### src/rtl/exu_ctrl.sv
// Execute-stage sequencer: latches one IDU op, runs it through the 1-cycle fu or the
// iterative mul/div unit (with timeout), and holds the result until WBU takes it.
module exu_ctrl #(
  parameter int unsigned            DATA_W      = 32,
  parameter int unsigned            MD_TIMEOUT  = 64,
  parameter int unsigned            CNT_W       = 7,
  parameter int unsigned            INST_TYPE_W = 4,
  parameter int unsigned            ALU_OP_W    = 5,
  parameter int unsigned            ADDR_W      = 32,
  parameter logic [INST_TYPE_W-1:0] INST_NOP    = '0
) (
  input  logic                   clk,
  input  logic                   rst,
  input  logic                   flush_i,
  input  logic                   idu_valid_i,
  output logic                   exu_ready_o,
  input  logic                   is_md_i,
  input  logic [INST_TYPE_W-1:0] inst_type_i,
  input  logic [ALU_OP_W-1:0]    alu_op_i,
  input  logic [ADDR_W-1:0]      pc_i,
  input  logic [DATA_W-1:0]      imm_i,
  input  logic [DATA_W-1:0]      rdata1_i,
  input  logic [DATA_W-1:0]      rdata2_i,
  output logic [INST_TYPE_W-1:0] fu_inst_type_o,
  output logic [ALU_OP_W-1:0]    fu_alu_op_o,
  output logic [ADDR_W-1:0]      fu_pc_o,
  output logic [DATA_W-1:0]      fu_imm_o,
  output logic [DATA_W-1:0]      fu_rdata1_o,
  output logic [DATA_W-1:0]      fu_rdata2_o,
  input  logic [DATA_W-1:0]      fu_result_i,
  output logic                   md_start_o,
  output logic                   md_kill_o,
  input  logic                   md_done_i,
  input  logic [DATA_W-1:0]      md_result_i,
  output logic                   wbu_valid_o,
  input  logic                   wbu_ready_i,
  output logic [DATA_W-1:0]      result_o,
  output logic                   timeout_o
);

  typedef enum logic [1:0] {S_IDLE, S_ALU, S_MD_WAIT, S_DONE} state_e;

  state_e                 state_q, state_d;
  logic [INST_TYPE_W-1:0] type_q, type_d;
  logic [ALU_OP_W-1:0]    op_q, op_d;
  logic [ADDR_W-1:0]      pc_q, pc_d;
  logic [DATA_W-1:0]      imm_q, imm_d;
  logic [DATA_W-1:0]      rs1_q, rs1_d;
  logic [DATA_W-1:0]      rs2_q, rs2_d;
  logic [DATA_W-1:0]      result_q, result_d;
  logic                   timeout_q, timeout_d;
  logic [CNT_W-1:0]       cnt_q, cnt_d;
  logic                   md_start, md_kill;

  always_ff @(posedge clk) begin
    if (rst) begin
      state_q   <= S_IDLE;
      type_q    <= INST_NOP;
      op_q      <= '0;
      pc_q      <= '0;
      imm_q     <= '0;
      rs1_q     <= '0;
      rs2_q     <= '0;
      result_q  <= '0;
      timeout_q <= 1'b0;
      cnt_q     <= '0;
    end else begin
      state_q   <= state_d;
      type_q    <= type_d;
      op_q      <= op_d;
      pc_q      <= pc_d;
      imm_q     <= imm_d;
      rs1_q     <= rs1_d;
      rs2_q     <= rs2_d;
      result_q  <= result_d;
      timeout_q <= timeout_d;
      cnt_q     <= cnt_d;
    end
  end

  always_comb begin
    state_d   = state_q;
    type_d    = type_q;
    op_d      = op_q;
    pc_d      = pc_q;
    imm_d     = imm_q;
    rs1_d     = rs1_q;
    rs2_d     = rs2_q;
    result_d  = result_q;
    timeout_d = timeout_q;
    cnt_d     = cnt_q;
    md_start  = 1'b0;
    md_kill   = 1'b0;

    // Flush overrides everything; a done arriving in the same cycle is dropped.
    if (flush_i) begin
      state_d = S_IDLE;
      md_kill = (state_q == S_MD_WAIT);
    end else begin
      unique case (state_q)
        S_IDLE: begin
          if (idu_valid_i) begin
            type_d  = inst_type_i;
            op_d    = alu_op_i;
            pc_d    = pc_i;
            imm_d   = imm_i;
            rs1_d   = rdata1_i;
            rs2_d   = rdata2_i;
            cnt_d   = '0;
            state_d = is_md_i ? S_MD_WAIT : S_ALU;
          end
        end
        S_ALU: begin
          result_d  = fu_result_i;
          timeout_d = 1'b0;
          state_d   = S_DONE;
        end
        S_MD_WAIT: begin
          md_start = (cnt_q == '0);
          if (md_done_i) begin
            result_d  = md_result_i;
            timeout_d = 1'b0;
            state_d   = S_DONE;
          end else if (cnt_q == CNT_W'(MD_TIMEOUT - 1)) begin
            result_d  = '0;
            timeout_d = 1'b1;
            md_kill   = 1'b1;
            state_d   = S_DONE;
          end else if (cnt_q != '1) begin
            cnt_d = cnt_q + 1'b1;
          end
        end
        S_DONE: begin
          if (wbu_ready_i) state_d = S_IDLE;
        end
        default: state_d = S_IDLE;
      endcase
    end
  end

  assign exu_ready_o    = (state_q == S_IDLE) && !flush_i;
  assign wbu_valid_o    = (state_q == S_DONE);
  assign md_start_o     = md_start && !rst;
  assign md_kill_o      = md_kill && !rst;
  assign result_o       = result_q;
  assign timeout_o      = timeout_q;
  assign fu_inst_type_o = type_q;
  assign fu_alu_op_o    = op_q;
  assign fu_pc_o        = pc_q;
  assign fu_imm_o       = imm_q;
  assign fu_rdata1_o    = rs1_q;
  assign fu_rdata2_o    = rs2_q;

endmodule

### config.mk
export PLATFORM = sky130hd
export DESIGN_NAME = exu_ctrl
export DESIGN_NICKNAME = d
export VERILOG_FILES = /design/src/rtl/exu_ctrl.sv
export SDC_FILE = /design/constraint.sdc
export NUM_CORES = 1
export LEC_CHECK = 0
export CORE_AREA = 5 5 144 146
export DETAILED_ROUTE_END_ITERATION = 8
export DIE_AREA = 0 0 149 151
export GPL_TIMING_DRIVEN = 0
export PLACE_DENSITY = 0.73
export SYNTH_ARGS = -nofsm -noshare
export SYNTH_HDL_FRONTEND = slang
export SYNTH_SLANG_ARGS = --single-unit
### constraint.sdc
create_clock -name clk -period 2.6 [get_ports clk]
set_input_delay 0.65 -clock clk [delete_from_list [all_inputs] [get_ports clk]]
set_output_delay 0.65 -clock clk [all_outputs]
set_load 0.05 [all_outputs]
# After elaboration in Yosys (flattened, before gate mapping)
# Index checks and enable logic that the tools add are counted.
[op_classes]
add_sub_neg = 1
n_eq_ne = 11
muxes = 23
bitwise_logic = 1
n_reduce_logical = 14
[ops]
columns = ["cell", "n"]
rows = [
  ["two-way mux 32 bit", 2],
  ["one-hot mux 32 bit (2 select lines)", 1],
  ["two-way mux 7 bit", 4],
  ["one-hot mux 7 bit (2 select lines)", 1],
  ["two-way mux 2 bit", 5],
  ["AND reduction 3 bit", 3],
  ["two-way mux 1 bit", 8],
  ["one-hot mux 2 bit (4 select lines)", 1],
  ["adder 7 x 1 -> 7 bit (second input constant)", 1],
  ["equality test 7 x 6 -> 1 bit (second input constant)", 1],
  ["logical NOT 7 bit", 1],
  ["!= test 7 bit (second input constant)", 1],
  ["!= test 2 bit (second input constant)", 3],
  ["AND reduction 6 bit", 1],
  ["equality test 2 bit (second input constant)", 2],
  ["!= test 2 x 1 -> 1 bit (second input constant)", 2],
  ["nonzero test 2 bit", 2],
  ["logical AND 1 bit", 3],
  ["!= test 3 x 2 -> 1 bit (second input constant)", 1],
  ["equality test 2 x 1 -> 1 bit (second input constant)", 1],
  ["logical NOT 1 bit", 2],
  ["logical NOT 2 bit", 1],
  ["one-hot mux 1 bit (2 select lines)", 1],
  ["OR reduction 2 bit", 1],
  ["NOT 1 bit", 1],
]
[word_totals]
ff_bits = 179
out_inout_bits = 174

# Depth between registers and ports, before layout
[depth]
depth_word = 6
mapped_depth = 8

# Least setup slack after synthesis
# Ideal clock, no wire load.
[synth_timing]
path_kind = "input-to-output"
from = "input flush_i"
to = "output md_start_o"
arrival_ns = 2.474
slack_ns = -0.524
stages = 4
n_path_buf = 1
cell_sequence = "buf_6 > nor2_1 > nand4_1 > nor4_1"
[synth_via]
elab_chain_len = 2
[synth_lines]
columns = ["item", "line", "rtl"]
rows = [
  ["start, declared", "14", "input logic flush_i,"],
  ["two-way mux 1 bit", "96", "if (flush_i) begin"],
  ["logical AND 1 bit", "143", "assign md_start_o = md_start && !rst;"],
  ["end, declared", "31", "output logic md_start_o,"],
]
# Every way passes these cells.

# Final worst setup path
[layout_timing]
from = "register cnt_q[1]"
to = "output md_kill_o"
[layout_via]
elab_chain_len = 6
[layout_lines]
columns = ["item", "line", "rtl"]
rows = [
  ["start, declared", "52", "logic [CNT_W-1:0] cnt_q, cnt_d;"],
  ["start signal, assigned", "77", "cnt_q <= cnt_d;"],
  ["equality test 7 x 6 -> 1 bit", "124", "end else if (cnt_q == CNT_W'(MD_TIMEOUT - 1)) begin"],
  ["two-way mux 1 bit", "124", ""],
  ["two-way mux 1 bit", "120", "if (md_done_i) begin"],
  ["two-way mux 1 bit", "100", "unique case (state_q)"],
  ["two-way mux 1 bit", "96", ""],
  ["logical AND 1 bit", "144", "assign md_kill_o = md_kill && !rst;"],
  ["end, declared", "32", "output logic md_kill_o,"],
]
# Every way passes these cells.

==> impl_metrics.yaml <==
status:
  status: "completed"
cts:
  clock_tree_from_tritoncts: "built"
  holdBufCountCts: 0
  clk_root_buffer_cell: "clkbuf_16"
  clock_sink_count: 179
  insertion_delay_ns: 0.42
  clk_pin_slew_worst_paths_ns: 0.07
  htree_num_levels: 4
  cts_made_buffers: 17
  postCtsSetupRepairBufs: 0
  cts-root-to-sink-buffers: 2
power_and_ir_drop:
  ir_worst_vdd_uv: 417
  power.share.clock_pct: 35.3
  power.sequential.fraction_pct: 41.4
  power.switching_mw: 2.23
  p_leak_nw: 4.03
  finalPower_mw: 7.16
  power.combinational.fraction_pct: 23.3
  p_int_mw: 4.93
  power.switching_fraction_pct: 31.1
  pwr_density_cell_mw_per_mm2: 626
timing:
  grt_setup_unrepaired: "no"
  pin_slew_with_the_least_headroom_to_its_limit_ns: 0.673
  timing.clock.skew_ns: 0.0132
  slew_viol_final: 0
  timing.final.crit_period_ns: 2.49
  slew-limit-headroom_pct: 54.8
  final_hold_viol_count: 0
  fmax_mhz: 402
  min_period_over_period_pct: 95.6
  setup_viol: 0
  setup_ws_ns: 0.113
  setup_tns_ns: 0
logic_synthesis:
  yosys_warnings: 0
  post_synth_instance_area_sq_mm: 0.00674
  postSynthRegisterBits: 179
  synth_seq_area_share_pct: 53.2
  async_flop_share_pct: 0
  postSynthCellCount: 826
  synthesis.area_per_instance_sq_um: 8.16
  yosysUniqueCellTypes: 43
  synthesized_net_count: 1040
  number_of_enable_flip_flop_cells_after_synthesis: 0
  synth-main-ff-cell: "dfxtp_1"
floorplanning:
  placeableCoreArea_sq_mm: 0.0193
  placementRows: 51
  fp.dieW_microns: 149
  floorplan.io_pins: 382
  dieHeight_microns: 151
  design.die.area_sq_mm: 0.0225
  start_util_pct: 35.0
placed_design:
  globalplace.congestion: 0.819
  placement_stage_worst_setup_slack_ns: -0.704
  dp_hpwl_microns: 19100
  portBuffers: 379
  placement.cell_area_sq_mm: 0.0109
cells_and_area:
  antenna-diode-count: 0
  utilization_pct: 59.4
  drive_above_1_share_pct: 5.58
  layout.nets: 1437
  finish.instance_area_sq_mm: 0.0114
  fillCellCount: 1771
  synthToLayoutAreaGrowth_pct: 69.7
setup_path:
  critical_path.max_fanout: 5
  critical_path_class: "reg2out"
  crit_chain: "ha_2, nand3_2, nor3_2, a21oi_1, nor3_2, buf_4"
  worstPathRequired_ns: 1.95
  timing.critical_path.slowest_stage_cell: "dfxtp_1"
  worstPathArrival_ns: 1.84
  cpPeakStageDelay_ns: 0.37
  critical_path.startpoint_type: "flop"
  end_kind: "primary output"
  critical_path.most_common_cell: "nor3_2"
detailed_routing:
  finalWirelength_microns: 24600
  total_iterations_of_the_first_detailed_routing_run: 4
  num_vias: 7113
  drt_iter0_drc: 314
  route.detailed.vias_per_inst: 4.74
  wire_per_inst_microns: 16.4
  final_antenna_net_count: 0
  drc: 0
global_routing:
  grt_first_pass_wirelength_microns: 36600
  groute.usage.overall_pct: 20.6
  grt_max_degree: 20
  first_global_vias: 6777
  antenna_found_initial: 0
  grt_overflow: 0
job:
  total_of_max_cap_violations: 0
min_path:
  hp-class: "reg2reg"
[cell usage after synthesis, types with 2 or more instances]
master / instances / area share [%]
buf_1: 4 / 0.22
nor2_1: 4 / 0.22
nor3_1: 3 / 0.22
nand3_1: 3 / 0.22
a21oi_1: 177 / 13
a211oi_1: 33 / 3.7
inv_1: 8 / 0.45
o311ai_0: 2 / 0.26
o41ai_1: 2 / 0.26
buf_2: 18 / 1.3
ha_1: 6 / 1.1
a22oi_1: 31 / 3.5
o21ai_0: 2 / 0.15
dfxtp_1: 179 / 53
nand2_1: 280 / 16
clkbuf_1: 44 / 2.4
o31ai_1: 2 / 0.22
buf_6: 2 / 0.33
o2111ai_1: 2 / 0.26
[power by group through the flow]
| stage | registers (mW) | logic [mW] | clock network (mW) |
|---|---|---|---|
| finish | 2.97 | 1.67 | 2.53 |
| global placement | 3.02 | 1.68 | 0 |
| global route | 2.99 | 1.77 | 2.71 |
| detailed placement | 3.03 | 1.68 | 0 |
| floorplan | 3.54 | 0.418 | 0 |
| CTS | 2.97 | 1.69 | 2.59 |
[cells by family (layout without fill, tap and decap cells)]
group,Yosys count,after routing,share of synthesized area (%)
adders and majority gates,6,6,1.11
DFF,179,179,53.2
AOI/OAI and AO/OA,258,258,22.7
buffers and inverters,78,488,5.05
muxes,1,1,0.148
and+or+nand+nor,304,304,17.8
[through the flow]
step	hold WS, ns	cells
after detailed placement	0.445	1470
after global placement	0.440	1470
final	0.452	1501
after CTS	0.439	1501
after floorplan	0.456	826
after global routing	0.468	1501
[layout make-up]
cell class | instances | area (sq um) | area share (%)
Buffer | 68 | 305 | 2.67
Multi-Input combinational cell | 569 | 2840 | 24.8
Clock buffer | 18 | 429 | 3.75
Tap cell | 265 | 332 | 2.90
Sequential cell | 179 | 3580 | 31.3
Timing Repair Buffer | 379 | 3780 | 33.0
Clock inverter | 14 | 143 | 1.25
Inverter | 9 | 33.8 | 0.295
[registers in the layout, indices dropped and copies added, names as in the netlist]
| register | count |
|---|---|
| cnt_q | 7 |
| fu_alu_op_o | 5 |
| fu_imm_o | 32 |
| fu_inst_type_o | 4 |
| fu_pc_o | 32 |
| fu_rdata1_o | 32 |
| fu_rdata2_o | 32 |
| result_o | 32 |
| state_q | 2 |
| timeout_o | 1 |
[path summary, 6_finish.rpt]
kind / slack (ns) / to / start / depth (start not counted)
worst max-delay path: 0.11 / md_kill_o / cnt_q[1]$_SDFFE_PP0P_ / 6
worst min-delay path: 0.45 / fu_pc_o[30]$_SDFFE_PP0P_ / fu_pc_o[30]$_SDFFE_PP0P_ / 2
worst max register to register: 0.34 / fu_rdata1_o[1]$_SDFFE_PP0P_ / state_q[0]$_SDFFE_PP0P_ / 8
worst min register to register: 0.45 / fu_pc_o[30]$_SDFFE_PP0P_ / fu_pc_o[30]$_SDFFE_PP0P_ / 2
[timing repair]
item	CTS	global route
setup endpoints to repair	3	2
pin swaps	0	0
cloned	0	0
hold endpoints to repair	0	0
gates resized for setup	14	6
[placed cells by master (no fill, tap or decap), drive strengths merged, types with 4 or more instances in the layout]
master / n
nor2: 4
dfxtp: 179
ha: 6
clkdlybuf4s50: 376
a21oi: 177
nand3: 4
buf: 26
nand2: 281
a22oi: 31
a211oi: 33
clkbuf: 63
inv: 18
[worst max-delay path: cells and delay by family, from the launching register on]
kind | cells | cell delay (ns)
AND/OR/NAND/NOR | 3 | 0.49
flip-flops | 1 | 0.37
buffers and inverters | 1 | 0.23
adder cells (fa/ha/maj) | 1 | 0.22
AO/OA/AOI/OAI | 1 | 0.10
[layer usage]
layer / up-vias / part of all wire (%) / wire (microns) / track usage (%)
li1: 3604 / - / - / -
met1: 3222 / 40 / 9860 / 24.9
met2: 252 / 50 / 12300 / 35.5
met3: 35 / 7.6 / 1880 / 5.72
met4: 0 / 2.5 / 613 / 6.96
met5: - / 0 / 0 / 0
Power figures use the tool's default switching activity.
